[src/rtl/expr_lane_pipe.sv]
// expr_lane_pipe: LANES independent W-bit lanes evaluating one selectable
// arithmetic/logic/shift/compare/divide op, registered through a PIPE-deep valid/ready pipeline.
module expr_lane_pipe #(
  parameter int W     = 6,
  parameter int LANES = 4,
  parameter int PIPE  = 2
) (
  input  logic               clk,
  input  logic               reset,
  input  logic               in_valid,
  output logic               in_ready,
  input  logic [2:0]         op,
  input  logic               sgn,
  input  logic [LANES*W-1:0] a,
  input  logic [LANES*W-1:0] b,
  output logic               out_valid,
  input  logic               out_ready,
  output logic [LANES*W-1:0] y,
  output logic [LANES-1:0]   red,
  output logic [LANES-1:0]   dz
);

  typedef enum logic [2:0] {
    OP_ADD  = 3'd0,
    OP_SUB  = 3'd1,
    OP_AND  = 3'd2,
    OP_XNOR = 3'd3,
    OP_SHL  = 3'd4,
    OP_SHR  = 3'd5,
    OP_GE   = 3'd6,
    OP_DIV  = 3'd7
  } op_e;

  typedef struct packed {
    logic [W-1:0] y;
    logic         dz;
  } lane_res_t;

  typedef struct packed {
    logic [LANES*W-1:0] y;
    logic [LANES-1:0]   red;
    logic [LANES-1:0]   dz;
  } stage_t;

  function automatic lane_res_t eval_lane(input op_e          lop,
                                          input logic         lsgn,
                                          input logic [W-1:0] la,
                                          input logic [W-1:0] lb);
    lane_res_t    r;
    logic [W-1:0] mag_a;
    logic [W-1:0] mag_b;
    logic [W-1:0] quo;
    logic         big_shift;
    r         = '0;
    quo       = '0;
    big_shift = 33'(lb) >= 33'(W);
    // Divide on magnitudes so -2^(W-1)/-1 wraps back to -2^(W-1) without overflow.
    mag_a     = (lsgn && la[W-1]) ? -la : la;
    mag_b     = (lsgn && lb[W-1]) ? -lb : lb;
    case (lop)
      OP_ADD:  r.y = la + lb;
      OP_SUB:  r.y = la - lb;
      OP_AND:  r.y = la & lb;
      OP_XNOR: r.y = ~(la ^ lb);
      OP_SHL:  r.y = big_shift ? '0 : (la << lb);
      OP_SHR: begin
        if (big_shift)  r.y = {W{lsgn & la[W-1]}};
        else if (lsgn)  r.y = $signed(la) >>> lb;
        else            r.y = la >> lb;
      end
      OP_GE:   r.y[0] = lsgn ? ($signed(la) >= $signed(lb)) : (la >= lb);
      OP_DIV: begin
        if (lb == '0) begin
          r.y  = '1;
          r.dz = 1'b1;
        end else begin
          quo = mag_a / mag_b;
          r.y = (lsgn && (la[W-1] ^ lb[W-1])) ? -quo : quo;
        end
      end
    endcase
    return r;
  endfunction

  stage_t          eval_res;
  lane_res_t       lane_r;
  logic            adv_chain;
  logic [PIPE-1:0] stage_adv;
  logic [PIPE-1:0] valid_q;
  logic [PIPE-1:0] valid_d;
  stage_t          data_q [PIPE];
  stage_t          data_d [PIPE];

  // NOTE: every variable written in always_comb gets a default first so no latch is inferred.
  always_comb begin
    eval_res = '0;
    lane_r   = '0;
    for (int i = 0; i < LANES; i++) begin
      lane_r                = eval_lane(op_e'(op), sgn, a[i*W +: W], b[i*W +: W]);
      eval_res.y[i*W +: W]  = lane_r.y;
      eval_res.red[i]       = ^lane_r.y;
      eval_res.dz[i]        = lane_r.dz;
    end
  end

  // A stage may move when it is empty or everything downstream of it moves.
  always_comb begin
    stage_adv         = '0;
    adv_chain         = out_ready | ~valid_q[PIPE-1];
    stage_adv[PIPE-1] = adv_chain;
    for (int k = PIPE - 2; k >= 0; k--) begin
      adv_chain    = adv_chain | ~valid_q[k];
      stage_adv[k] = adv_chain;
    end
  end

  always_comb begin
    valid_d = valid_q;
    for (int k = 0; k < PIPE; k++) data_d[k] = data_q[k];
    if (stage_adv[0]) begin
      valid_d[0] = in_valid;
      if (in_valid) data_d[0] = eval_res;
    end
    for (int k = 1; k < PIPE; k++) begin
      if (stage_adv[k]) begin
        valid_d[k] = valid_q[k-1];
        if (valid_q[k-1]) data_d[k] = data_q[k-1];
      end
    end
  end

  // NOTE: state registers use non-blocking assignments; data stages are reset too
  // because the output stage must read as zero while reset is held.
  always_ff @(posedge clk or posedge reset) begin
    if (reset) begin
      valid_q <= '0;
      for (int k = 0; k < PIPE; k++) data_q[k] <= '0;
    end else begin
      valid_q <= valid_d;
      for (int k = 0; k < PIPE; k++) data_q[k] <= data_d[k];
    end
  end

  assign in_ready  = stage_adv[0];
  assign out_valid = valid_q[PIPE-1];
  assign y         = data_q[PIPE-1].y;
  assign red       = data_q[PIPE-1].red;
  assign dz        = data_q[PIPE-1].dz;

endmodule

[config.mk]
export PLATFORM = sky130hd
export DESIGN_NAME = expr_lane_pipe
export DESIGN_NICKNAME = d
export VERILOG_FILES = /design/src/rtl/expr_lane_pipe.sv
export SDC_FILE = /design/constraint.sdc
export NUM_CORES = 1
export LEC_CHECK = 0
export ABC_AREA = 1
export CORE_ASPECT_RATIO = 0.7
export CORE_MARGIN = 2
export CORE_UTILIZATION = 35
export DETAILED_ROUTE_END_ITERATION = 16
export SYNTH_ARGS = -nofsm -noshare
export SYNTH_HDL_FRONTEND = slang
export SYNTH_SLANG_ARGS = --single-unit
[constraint.sdc]
create_clock -name clk -period 5.02 [get_ports clk]
set_clock_uncertainty 0.15 [all_clocks]
set_input_delay 0.753 -clock clk [delete_from_list [all_inputs] [get_ports clk]]
set_output_delay 0.753 -clock clk [all_outputs]
set_load 0.005 [all_outputs]
==> impl_metrics.json, run 1 <==
{
  "vdd_drop_max_mv": 0.168,
  "io_pins": 90,
  "pre_cts_ws_ns": -3.82,
  "grt_pass1_wl_um": 79100,
  "cp-endpoint": "data_q[39]",
  "clkTransAtPathRegs_ns": 0.05,
  "wire_per_inst_um": 15.5,
  "drt_first_pass_iters": 6,
  "stdcell_count": 3248,
  "hold_buffers": 0,
  "syn_to_final_growth_pct": 59.8,
  "antenna_found_initial": 0,
  "start_kind": "primary input",
  "tns_ns": -64.74,
  "fp.dieW_um": 233,
  "cpMostUsedCell": "nand2_2",
  "ctsRootBufferMaster": "clkbuf_16",
  "holdWs_ns": 0.331,
  "dp_hpwl_um": 36700,
  "p_total_mw": 5.89,
  "cts_sinks": 66,
  "route.detailed.drc": 0,
  "worstReg2RegEnd": "data_q[48]",
  "slew_headroom_pct": 36.8,
  "yosys.area.top_type": "nand2_1",
  "fin_crit_sh_pct": 152,
  "wl_met1_um": 23800,
  "crit_slowest_cell": "ha_1",
  "synth_area_um2": 12800,
  "portBuffers": 89,
  "fin_util_pct": 57.0,
  "dr_wl_met3_um": 3470,
  "initial_utilization_pct": 35.7,
  "synth_nets": 2402,
  "drt-total-wl_um": 50500,
  "p_leak_nw": 10.7,
  "grt_use_total_pct": 25.5,
  "ys_top_cells_by_area": "nand2_1 21%, ha_1 15%, dfrtp_1 13%",
  "die_h_um": 164,
  "dieArea_um2": 38200,
  "cts_tree": "done",
  "cp-end-kind": "flip-flop",
  "crit_required_ns": 5.09,
  "r2r-start": "valid_q[1]",
  "synth_most_common_cell": "nand2_1",
  "drv_slew": 0,
  "synth_top_area_share_pct": 20.6,
  "top_layer": "met4",
  "finalSetupViolCount": 28,
  "clockBufferDepth": 2,
  "drv_cap": 0,
  "dpl_cell_area_um2": 17000,
  "rows": 58,
  "synth_edf_count": 0,
  "synth.avg_cell_area_um2": 5.87,
  "met2WireLength_um": 22300,
  "drive_above_1_share_pct": 37.7,
  "placeableCoreArea_um2": 36000,
  "synth-async-reset-ratio_pct": 100,
  "power_density_nw_per_um2": 287,
  "final-hold-violation-count": 0,
  "fmax_mhz": 131,
  "placed_cells": 3032,
  "outcome": "complete, but fails checks",
  "diodes": 0,
  "clk-insertion-delay-late_ns": 0.33,
  "final_antenna_net_count": 0,
  "violations": "setup timing",
  "yosysWarningCount": 0,
  "reg2reg_depth": 5,
  "design_area_um2": 20500,
  "worstMarginPinSlew_ns": 0.945,
  "synth_commonest_cells": "703 x nand2_1, 271 x inv_1, 221 x nand3_1",
  "postSynthCellCount": 2187,
  "n_fill_cell": 3409,
  "synth_ff_type": "dfrtp_1",
  "cpPeakStageDelay_ns": 0.33,
  "synth_cell_type_count": 55,
  "numCtsBuffers": 9,
  "fin_ws_ns": -2.60,
  "worst-setup-path-type": "in2reg",
  "grt_max_degree": 57,
  "nets": 2978,
  "grt_pass1_vias": 15400,
  "vias": 16600,
  "crit_arrival_ns": 7.68,
  "min_path_type": "reg2reg",
  "h-tree-depth": 3,
  "gp_congestion": 0.924,
  "ys_seq_elements": 66,
  "drt_iter0_markers": 1155,
  "overflow": 0,
  "rrSetupSlack_ns": 2.98,
  "ys_seq_area_share_pct": 12.9,
  "crit_fanout": 6,
  "fin_crit_ns": 7.62,
  "rsz0062_at_grt": "yes",
  "via_per_inst": 5.10,
  "crit_path_start": "a[19]"
}
==> cells in the final DEF, fill, tap and decap left out, types with 18 or more instances in the layout <==
| cell type | instances |
|---|---|
| a21oi_1 | 75 |
| buf_4 | 518 |
| buf_6 | 42 |
| clkdlybuf4s50_1 | 40 |
| dfrtp_1 | 66 |
| ha_1 | 120 |
| ha_4 | 30 |
| inv_1 | 235 |
| inv_2 | 37 |
| nand2_1 | 567 |
| nand2_2 | 106 |
| nand2_4 | 39 |
| nand3_1 | 166 |
| nand3_2 | 50 |
| nor2_1 | 136 |
| nor2_2 | 20 |
| o21ai_0 | 112 |
| o21ai_1 | 31 |
| o21ai_2 | 40 |
| o21ai_4 | 18 |
| xor2_1 | 29 |
==> critical path, delay by kind of cell <==
kind                     cells  cell delay (ns)
AND/OR/NAND/NOR             40             3.24
adder cells (fa/ha/maj)      7             1.90
AO/OA/AOI/OAI                9             1.01
buffers and inverters        8             0.71
==> how the worst min path moves through the flow <==
| stage | from | end | slack [ns] | cells past startpoint |
|---|---|---|---|---|
| final | data_q[36] | data_q[36] | 0.33 | 2 |
| after global routing | data_q[37] | data_q[37] | 0.37 | 2 |
| after CTS | data_q[36] | data_q[36] | 0.33 | 2 |
| after detailed placement | data_q[36] | data_q[36] | 0.32 | 2 |
| after global placement | dz[2] | dz[2] | 0.31 | 2 |
| after floorplan | data_q[36] | data_q[36] | 0.30 | 2 |
==> cells by family after synthesis <==
logic type / Yosys count / share of synthesized area (%)
XOR/XNOR: 51 / 3.48
multiplexers: 9 / 0.790
adder cells (fa/ha/maj): 159 / 16.0
buffers and inverters: 370 / 12.3
AO/OA/AOI/OAI: 361 / 15.5
flip-flops: 66 / 12.9
AND/OR/NAND/NOR: 1171 / 39.1
==> cell type report <==
class | instances | area, um2 | share of cell area (%)
inverters | 285 | 1110 | 5.40
well taps | 480 | 601 | 2.93
flip-flops and latches | 66 | 1650 | 8.05
clock buffers | 13 | 240 | 1.17
clock inverters | 3 | 40.0 | 0.195
multi-input cells | 1754 | 11700 | 56.9
repair buffers | 647 | 5200 | 25.3
==> where the power goes <==
group	internal [mW]	switching [mW]
clock	0.383	0.210
sequential	0.665	0.0963
combinational	2.27	2.26
total	3.32	2.57
==> metal layers <==
| layer | vias to the layer above | track usage (%) |
|---|---|---|
| li1 | 8254 | - |
| met1 | 7621 | 37.1 |
| met2 | 593 | 40.4 |
| met3 | 83 | 3.00 |
| met4 | 0 | 5.30 |
| met5 | - | 0 |
==> timing repair <==
item	4_1_cts	5_1_grt
cloned	3	0
setup buffers	173	36
setup endpoints to repair	28	28
gates resized for setup	370	224
pin swaps	261	215
==> registers in the layout (all words and copies together) (netlist names) <==
signal,flops
data_q,32
dz,4
red,4
valid_q,2
y,24
(Power assumes the default switching activity.)
==> run 2, diff against run 1 <==
--- a/config.mk
+++ b/config.mk
@@ -6,10 +6,14 @@
 export NUM_CORES = 1
 export LEC_CHECK = 0
 export ABC_AREA = 1
+export CELL_PAD_IN_SITES_DETAIL_PLACEMENT = 1
+export CELL_PAD_IN_SITES_GLOBAL_PLACEMENT = 1
 export CORE_ASPECT_RATIO = 0.7
 export CORE_MARGIN = 2
 export CORE_UTILIZATION = 35
+export CTS_BUF_LIST = sky130_fd_sc_hd__clkbuf_4
 export DETAILED_ROUTE_END_ITERATION = 16
+export PLACE_DENSITY_LB_ADDON = 0.2
 export SYNTH_ARGS = -nofsm -noshare
 export SYNTH_HDL_FRONTEND = slang
 export SYNTH_SLANG_ARGS = --single-unit
==> run 2 against run 1 <==
Register-to-register slack lost 0.45 ns. Design area shrank 0.55%. The flow still finishes with violations (setup timing). Worst setup slack lost 0.67 ns.
==> impl_metrics.json, run 2 (synthesis results as in run 1) <==
{
  "outcome": "complete, but fails checks",
  "violations": "setup timing",
  "h-tree-depth": 3,
  "cts_tree": "done",
  "gp_congestion": 0.915,
  "overflow": 0,
  "ff_latch_area_um2": 1650,
  "die_h_um": 164,
  "vdd_drop_max_mv": 0.128,
  "final_antenna_net_count": 0,
  "grt_use_total_pct": 31.0,
  "final_common_cell": "nand2_1",
  "grt_max_degree": 57,
  "initial_utilization_pct": 35.7,
  "crit_fanout": 7,
  "io_pins": 90,
  "clockBufferDepth": 2,
  "grt_pass1_wl_um": 94200,
  "pre_cts_ws_ns": -3.94,
  "fp.dieW_um": 233,
  "crit_path_start": "sgn",
  "drv_cap": 0,
  "ctsRootBufferMaster": "clkbuf_4",
  "slew_headroom_pct": 2.82,
  "syn_to_final_growth_pct": 59.0,
  "multi_input_comb_area_um2": 12200,
  "grt_pass1_vias": 17800,
  "min_path_type": "reg2reg",
  "final-hold-violation-count": 0,
  "dp_hpwl_um": 43900,
  "rows": 58,
  "fin_util_pct": 56.7,
  "drt_first_pass_iters": 6,
  "power_density_nw_per_um2": 308,
  "drt-total-wl_um": 66900,
  "p_leak_nw": 10.4,
  "largest_register_ffs": 32,
  "cp_top_family": "simple AND/OR/NAND/NOR gates",
  "finalSetupViolCount": 28,
  "worstMarginPinSlew_ns": 1.46,
  "cpPeakStageDelay_ns": 0.34,
  "rsz0062_at_grt": "yes",
  "worst-setup-path-type": "in2reg",
  "r2r-start": "valid_q[1]",
  "crit_slowest_cell": "ha_1",
  "start_kind": "primary input",
  "crit_required_ns": 5.22,
  "clkTransAtPathRegs_ns": 0.13,
  "fin_crit_ns": 8.29,
  "n_fill_cell": 4729,
  "fmax_mhz": 121,
  "regMostFlops": "data_q",
  "crit_arrival_ns": 8.49,
  "clk-insertion-delay-late_ns": 0.44,
  "via_per_inst": 5.53,
  "route.detailed.drc": 0,
  "cts_sinks": 66,
  "drv_slew": 0,
  "cp-end-kind": "flip-flop",
  "dieArea_um2": 38200,
  "fin_crit_sh_pct": 165,
  "drive_above_1_share_pct": 38.2,
  "hp-start": "data_q[39]",
  "hold_buffers": 0,
  "placed_cells": 3044,
  "stdcell_count": 3187,
  "critPathBufInv": 9,
  "antenna_found_initial": 1,
  "portBuffers": 89,
  "wire_per_inst_um": 21.0,
  "nets": 2916,
  "vias": 17600,
  "fin_ws_ns": -3.27,
  "layout_common_cells": "535 x nand2_1, 456 x buf_4, 227 x inv_1, 166 x nand3_1, 134 x nor2_1",
  "numCtsBuffers": 9,
  "placeableCoreArea_um2": 36000,
  "drt_iter0_markers": 1447
}
==> run 2: per-stage QoR <==
step                instance area [um2]  TNS, ns  hold WS [ns]  power (mW)
floorplan                         13400   -62.31         0.295        2.81
global placement                  17100   -85.69         0.313        3.98
detailed placement                17100   -98.42         0.320        4.16
CTS                               18900   -61.38         0.340        5.17
global route                      20400   -84.36         0.368        6.66
finish                            20400   -76.00         0.345        6.28
==> run 2: worst reg2reg max path, delay by kind of cell, from the launching register on <==
family                 cells  cell delay, ns
AND/OR/NAND/NOR            3            0.74
flip-flops                 1            0.41
buffers and inverters      2            0.82
AO/OA/AOI/OAI              1            0.28
==> run 2: report_power, final <==
group | total, mW | switching (mW) | internal [mW]
registers | 0.762 | 0.0990 | 0.662
logic | 5.15 | 2.78 | 2.37
clock network | 0.372 | 0.221 | 0.151
total | 6.28 | 3.10 | 3.18
==> run 2: layer usage <==
| layer | GRT usage [%] | share of wire (%) |
|---|---|---|
| met1 | 41.2 | 43 |
| met2 | 53.3 | 47 |
| met3 | 3.70 | 5.9 |
| met4 | 7.64 | 4.0 |
| met5 | 0 | 0 |
==> run 2: path summary, 6_finish.rpt <==
check / endpoint / slack (ns) / cells past startpoint
worst min register to register: data_q[39] / 0.34 / 2
worst max-delay path: data_q[37] / -3.27 / 54
worst max register to register: data_q[35] / 2.53 / 6
min in group asynchronous: data_q[48] / 0.44 / 2
max in group asynchronous: data_q[35] / 3.30 / 3
worst min-delay path: data_q[39] / 0.34 / 2
==> run 2: final cells by class <==
cell class                 count  share of cell area (%)
antenna                        1                  0.0123
clock buffer                   9                   0.331
inverter                     285                    5.44
sequential                    66                    8.10
multi-input combinational   1756                    59.7
clock inverter                 7                   0.337
timing repair buffer         583                    23.2
tap                          480                    2.94
==> run 2: repair_timing <==
action                                  CTS  global route
pin swaps                               240           202
resized for setup                       361           286
endpoints found under the setup margin   28            28
gates cloned                              5             0
setup buffers                            92            43
